==> config.mk <==
export PLATFORM = sky130hd
export DESIGN_NAME = sevenseg_scan_decoder
export DESIGN_NICKNAME = d
export VERILOG_FILES = /design/src/rtl/sevenseg_pkg.sv /design/src/rtl/sevenseg_pattern_decode.sv /design/src/rtl/sevenseg_scan_decoder.sv
export SDC_FILE = /design/constraint.sdc
export NUM_CORES = 1
export LEC_CHECK = 0
export ABC_AREA = 1
export CORE_UTILIZATION = 45
export DETAILED_ROUTE_END_ITERATION = 8
export PLACE_DENSITY = 0.79
export SETUP_SLACK_MARGIN = 0.5
export SLEW_MARGIN = 30
export SYNTH_ARGS = -nofsm -noshare
export SYNTH_HDL_FRONTEND = slang
export SYNTH_SLANG_ARGS = --single-unit
==> constraint.sdc <==
create_clock -name clk -period 5.1 [get_ports clk]
set_clock_uncertainty 0.1 [all_clocks]
set_input_delay 1.275 -clock clk [delete_from_list [all_inputs] [get_ports clk]]
set_output_delay 1.275 -clock clk [all_outputs]
set_load 0.005 [all_outputs]
==> src/rtl/sevenseg_pkg.sv <==
// Shared seven-segment definitions: segment patterns (active-high, bit6=a .. bit0=g),
// blank pattern, scan-decoder FSM state type and anode-code helper.
package sevenseg_pkg;

   localparam logic [6:0] SEG_0     = 7'h7E;
   localparam logic [6:0] SEG_1     = 7'h30;
   localparam logic [6:0] SEG_2     = 7'h6D;
   localparam logic [6:0] SEG_3     = 7'h79;
   localparam logic [6:0] SEG_4     = 7'h33;
   localparam logic [6:0] SEG_5     = 7'h5B;
   localparam logic [6:0] SEG_6     = 7'h5F;
   localparam logic [6:0] SEG_7     = 7'h70;
   localparam logic [6:0] SEG_8     = 7'h7F;
   localparam logic [6:0] SEG_9     = 7'h7B;
   localparam logic [6:0] SEG_A     = 7'h77;
   localparam logic [6:0] SEG_B     = 7'h1F;
   localparam logic [6:0] SEG_C     = 7'h0D;
   localparam logic [6:0] SEG_D     = 7'h3D;
   localparam logic [6:0] SEG_E     = 7'h4F;
   localparam logic [6:0] SEG_F     = 7'h47;
   localparam logic [6:0] SEG_BLANK = 7'h00;

   typedef enum logic {
      WAIT_STABLE,
      CAPTURED
   } scan_state_t;

   // True when exactly one active-low anode is driven
   function automatic logic an_one_low(input logic [3:0] an);
      return (an == 4'b1110) || (an == 4'b1101) || (an == 4'b1011) || (an == 4'b0111);
   endfunction

endpackage

==> src/rtl/sevenseg_pattern_decode.sv <==
// Combinational seven-segment pattern to hex nibble decoder.
module sevenseg_pattern_decode
   import sevenseg_pkg::*;
(
   input  logic [6:0] pattern,
   output logic       hit,
   output logic       blank,
   output logic [3:0] nibble
);

   // Table lookup of the active-high pattern; blank is reported separately
   always_comb begin
      hit    = 1'b1;
      nibble = 4'h0;
      blank  = (pattern == SEG_BLANK);
      case (pattern)
         SEG_0:   nibble = 4'h0;
         SEG_1:   nibble = 4'h1;
         SEG_2:   nibble = 4'h2;
         SEG_3:   nibble = 4'h3;
         SEG_4:   nibble = 4'h4;
         SEG_5:   nibble = 4'h5;
         SEG_6:   nibble = 4'h6;
         SEG_7:   nibble = 4'h7;
         SEG_8:   nibble = 4'h8;
         SEG_9:   nibble = 4'h9;
         SEG_A:   nibble = 4'hA;
         SEG_B:   nibble = 4'hB;
         SEG_C:   nibble = 4'hC;
         SEG_D:   nibble = 4'hD;
         SEG_E:   nibble = 4'hE;
         SEG_F:   nibble = 4'hF;
         default: hit    = 1'b0;
      endcase
   end

endmodule

==> src/rtl/sevenseg_scan_decoder.sv <==
// Receive-side decoder for a multiplexed 4-digit seven-segment scan.
// Captures each scan slot once after SETTLE_CYCLES of stable inputs.
// Optional macro SEVSEG_DP_CAPTURE_EN adds decimal-point capture (dp_n in, dp out).
module sevenseg_scan_decoder
   import sevenseg_pkg::*;
#(
   parameter int unsigned SETTLE_CYCLES = 4,
   parameter int unsigned CNT_W         = 8
) (
   input  logic        clk,
   input  logic        rst,
   input  logic [6:0]  seg_n,
   input  logic [3:0]  an_n,
`ifdef SEVSEG_DP_CAPTURE_EN
   input  logic        dp_n,
   output logic [3:0]  dp,
`endif
   output logic [15:0] digits,
   output logic [3:0]  digit_valid,
   output logic [3:0]  digit_blank,
   output logic [3:0]  pattern_err,
   output logic        an_err,
   output logic        frame_done
);

   localparam logic [CNT_W-1:0] CNT_MAX   = CNT_W'(SETTLE_CYCLES);
   localparam logic [CNT_W-1:0] CNT_FIRE  = CNT_W'(SETTLE_CYCLES - 1);

   logic [6:0]       seg_q;
   logic [3:0]       an_q;
   logic [CNT_W-1:0] cnt_q, cnt_d;
   scan_state_t      state_q, state_d;
   logic [15:0]      digits_q, digits_d;
   logic [3:0]       valid_q, valid_d;
   logic [3:0]       blank_q, blank_d;
   logic [3:0]       perr_q, perr_d;
   logic [3:0]       seen_q, seen_d;
   logic             an_err_q, an_err_d;
   logic             fd_q, fd_d;
   logic             changed, capture;
   logic             dec_hit, dec_blank;
   logic [3:0]       dec_nibble;

`ifdef SEVSEG_DP_CAPTURE_EN
   logic             dp_in_q;
   logic [3:0]       dp_q, dp_d;
   assign changed = ({dp_n, an_n, seg_n} != {dp_in_q, an_q, seg_q});
   assign dp      = dp_q;
`else
   assign changed = ({an_n, seg_n} != {an_q, seg_q});
`endif

   assign capture = (state_q == WAIT_STABLE) && !changed && (cnt_q == CNT_FIRE);

   sevenseg_pattern_decode u_decode (
      .pattern (~seg_q),
      .hit     (dec_hit),
      .blank   (dec_blank),
      .nibble  (dec_nibble)
   );

   // Next-state: settle counter, window FSM, capture action and frame tracking
   always_comb begin
      cnt_d    = cnt_q;
      state_d  = state_q;
      digits_d = digits_q;
      valid_d  = valid_q;
      blank_d  = blank_q;
      perr_d   = perr_q;
      seen_d   = seen_q;
      an_err_d = an_err_q;
`ifdef SEVSEG_DP_CAPTURE_EN
      dp_d     = dp_q;
`endif

      if (changed) begin
         cnt_d   = '0;
         state_d = WAIT_STABLE;
      end else begin
         if (cnt_q != CNT_MAX) cnt_d = cnt_q + 1'b1;
         if (capture) state_d = CAPTURED;
      end

      // A full seen mask pulses frame_done and restarts tracking; a capture on
      // that same edge still counts toward the next frame.
      fd_d = (seen_q == 4'hF);
      if (fd_d) seen_d = '0;

      if (capture) begin
         if (an_one_low(an_q)) begin
            for (int unsigned i = 0; i < 4; i++) begin
               if (!an_q[i]) begin
                  seen_d[i]  = 1'b1;
                  valid_d[i] = dec_hit;
                  blank_d[i] = dec_blank;
                  perr_d[i]  = !dec_hit && !dec_blank;
                  if (dec_hit) digits_d[i*4 +: 4] = dec_nibble;
`ifdef SEVSEG_DP_CAPTURE_EN
                  dp_d[i] = ~dp_in_q;
`endif
               end
            end
         end else begin
            an_err_d = 1'b1;
         end
      end
   end

   // State and output registers with synchronous reset
   always_ff @(posedge clk) begin
      if (rst) begin
         seg_q    <= '1;
         an_q     <= '1;
         cnt_q    <= '0;
         state_q  <= WAIT_STABLE;
         digits_q <= '0;
         valid_q  <= '0;
         blank_q  <= '0;
         perr_q   <= '0;
         seen_q   <= '0;
         an_err_q <= 1'b0;
         fd_q     <= 1'b0;
`ifdef SEVSEG_DP_CAPTURE_EN
         dp_in_q  <= 1'b1;
         dp_q     <= '0;
`endif
      end else begin
         seg_q    <= seg_n;
         an_q     <= an_n;
         cnt_q    <= cnt_d;
         state_q  <= state_d;
         digits_q <= digits_d;
         valid_q  <= valid_d;
         blank_q  <= blank_d;
         perr_q   <= perr_d;
         seen_q   <= seen_d;
         an_err_q <= an_err_d;
         fd_q     <= fd_d;
`ifdef SEVSEG_DP_CAPTURE_EN
         dp_in_q  <= dp_n;
         dp_q     <= dp_d;
`endif
      end
   end

   assign digits      = digits_q;
   assign digit_valid = valid_q;
   assign digit_blank = blank_q;
   assign pattern_err = perr_q;
   assign an_err      = an_err_q;
   assign frame_done  = fd_q;

endmodule

==> metrics.yaml <==
floorplanning:
  rows: 28
  initial_core_util: 0.468
  die_h_microns: 80.7
  die_w_microns: 80.7
  io_pins: 43
  core_sq_um: 5960
  die_area_sq_um: 6520
logic_synthesis:
  synth.net_count: 451
  synth_top_area_share: 0.388
  yosysTopAreaCell: "dfxtp_1"
  synth_most_common_cell: "nand2_1"
  synth_top_flop_cell: "dfxtp_1"
  synthCells: 436
  ys_warn_count: 0
  synthArstFlopShare: 0
  ys_ff_latch: 54
  synth_common_cells: "nand2_1, nor2_1, inv_1"
  synth-edff-count: 0
  ys_seq_area_frac: 0.388
  ys_types: 28
  yosys-top-cells-area: "dfxtp_1, nand2_1, nor2_1"
  synth_area_sq_um: 2790
  avgSynthCellArea_sq_um: 6.40
timing:
  fmax_mhz: 350
  finalSetupViolCount: 0
  drv_slew: 0
  rsz0062_at_grt: "no"
  min_period_ns: 2.86
  tightestPinTransition_ns: 0.573
  post-route-period-util: 0.560
  finalHoldViolations: 0
  slew-limit-headroom: 0.617
  tns_ns: 0
clock_network:
  cts_buffers: 5
  hold_buffers: 0
  cts.repair.resized: 0
  clockBufferDepth: 2
  path_clk_slew_ns: 0.10
  cts_tree: "done"
  cts_sinks: 54
  htreeDepth: 2
  clk_latency_ns: 0.31
  post_cts_buffers: 0
  root_buffer: "clkbuf_8"
setup_path:
  crit_path_start_kind: "primary input"
  worstSetupPathType: "in -> reg"
  worst-path-max-fanout: 6
  endpoint_kind: "flip-flop"
  worst_ep_required_time_ns: 5.25
  cp.arrival_ns: 3.01
  rrSetupSlack_ns: 3.02
routing:
  wl_mm: 6.07
  wl_per_cell_microns: 11.0
  initialDrtViolationCount: 87
  routed_via_density: 4.78
  remaining_drc_errors: 0
  ant_nets: 0
  dr.pass1.iters: 4
  num_vias: 2650
placed_design:
  portBuffers: 42
  dpl.hpwl_mm: 4.67
  gp_congestion: 0.865
power_and_ir_drop:
  peakVddDrop_mv: 0.113
  p_leak_nw: 1.54
  powerDensity_nw_per_um2: 229
final_layout:
  fill_cells: 586
  area_growth_pct: 21.1
  diodes: 0
  final_util: 0.567
  drive_above_1_share: 0.0752
  final_nets: 493
run_status:
  status: "finished, final reports clean"
hold_path:
  hold_path_class: "reg -> reg"
global_routing:
  grt_max_degree: 34
  grt_pass1_wl_mm: 10.2
  grtUsageTotal: 0.204
  antenna_found_initial: 0
  grt_overflow_total: 0
  grt_pass1_vias: 2426
run:
  maxCapViolCount: 0
registers in the layout, indices dropped and copies added, names as in the netlist:
signal and count:
state_q 1, digit_blank 4, an_err 1, frame_done 1, digits 16, cnt_q 8, digit_valid 4, an_q 4
seen_q 4, seg_q 7, pattern_err 4
layout by cell type (no fill, tap or decap), drive strengths merged:
cell type,instances
nand2,128
nor2,102
inv,67
dfxtp,54
clkdlybuf4s50,42
nand3,22
a21oi,16
nand4,8
nor3,7
o21ai,6
clkbuf,6
or2,5
xnor2,4
xor2,4
ha,2
o22ai,1
a31oi,1
nor4,1
nand3b,1
clkinvlp,1
bufinv,1
path summary, 6_finish.rpt:
check	from	depth (start not counted)	end
worst max-delay path	seg_n[0]	11	digits[10]
worst min-delay path	digit_blank[2]	2	digit_blank[2]
worst max register to register	cnt_q[1]	9	digits[9]
worst min register to register	digit_blank[2]	2	digit_blank[2]
worst max-delay path, cell delays in order:
cell,delay (ns)
clkdlybuf4s50_1,0.48
nand2_1,0.06
nand2_1,0.08
nand2_1,0.07
inv_1,0.06
nand2_1,0.06
nor2_2,0.17
nand4_1,0.29
nor2_1,0.30
nor2_1,0.07
nor2_1,0.10
power by group:
group          internal [mW]  switching, mW
registers              0.426        0.00729
clock network          0.147          0.136
logic                 0.0230         0.0345
stage by stage:
step / hold WS, ns / cells / total power [mW] / area [sq um] / worst slack, ns
6_report: 0.355 / 554 / 0.774 / 3380 / 2.24
5_1_grt: 0.385 / 554 / 0.806 / 3380 / 1.99
4_1_cts: 0.359 / 554 / 0.780 / 3380 / 1.85
3_5_place_dp: 0.345 / 546 / 0.500 / 3270 / 1.52
3_3_place_gp: 0.342 / 546 / 0.499 / 3270 / 1.62
2_1_floorplan: 0.340 / 436 / 0.481 / 2790 / 2.66
layout make-up:
cell class              instances  area, sq um  area share
clock inverters                 2         37.5      0.0111
multi-input cells             308         1420       0.421
inverters                      67          251      0.0745
well taps                      75         93.8      0.0278
repair buffers                 42          420       0.124
flip-flops and latches         54         1080       0.320
clock buffers                   6         72.6      0.0215
layer usage:
layer / vias up / global-route usage / routed length [microns]
met1: 1190 / 0.252 / 2790
met2: 51 / 0.364 / 2950
met4: 0 / 0.0661 / 77
li1: 1400 / - / -
met5: - / 0 / 0
met3: 9 / 0.0284 / 254
kinds of logic (layout without fill, tap and decap cells):
kind of cell	Yosys count	after routing	share of synthesized area
xor+xnor	8	8	0.0251
fa+ha+maj	2	2	0.00897
flops	54	54	0.388
buf+inv	74	117	0.103
compound gates	24	24	0.0440
simple gates	274	274	0.431
No activity file was read; power rests on OpenSTA's default activity.
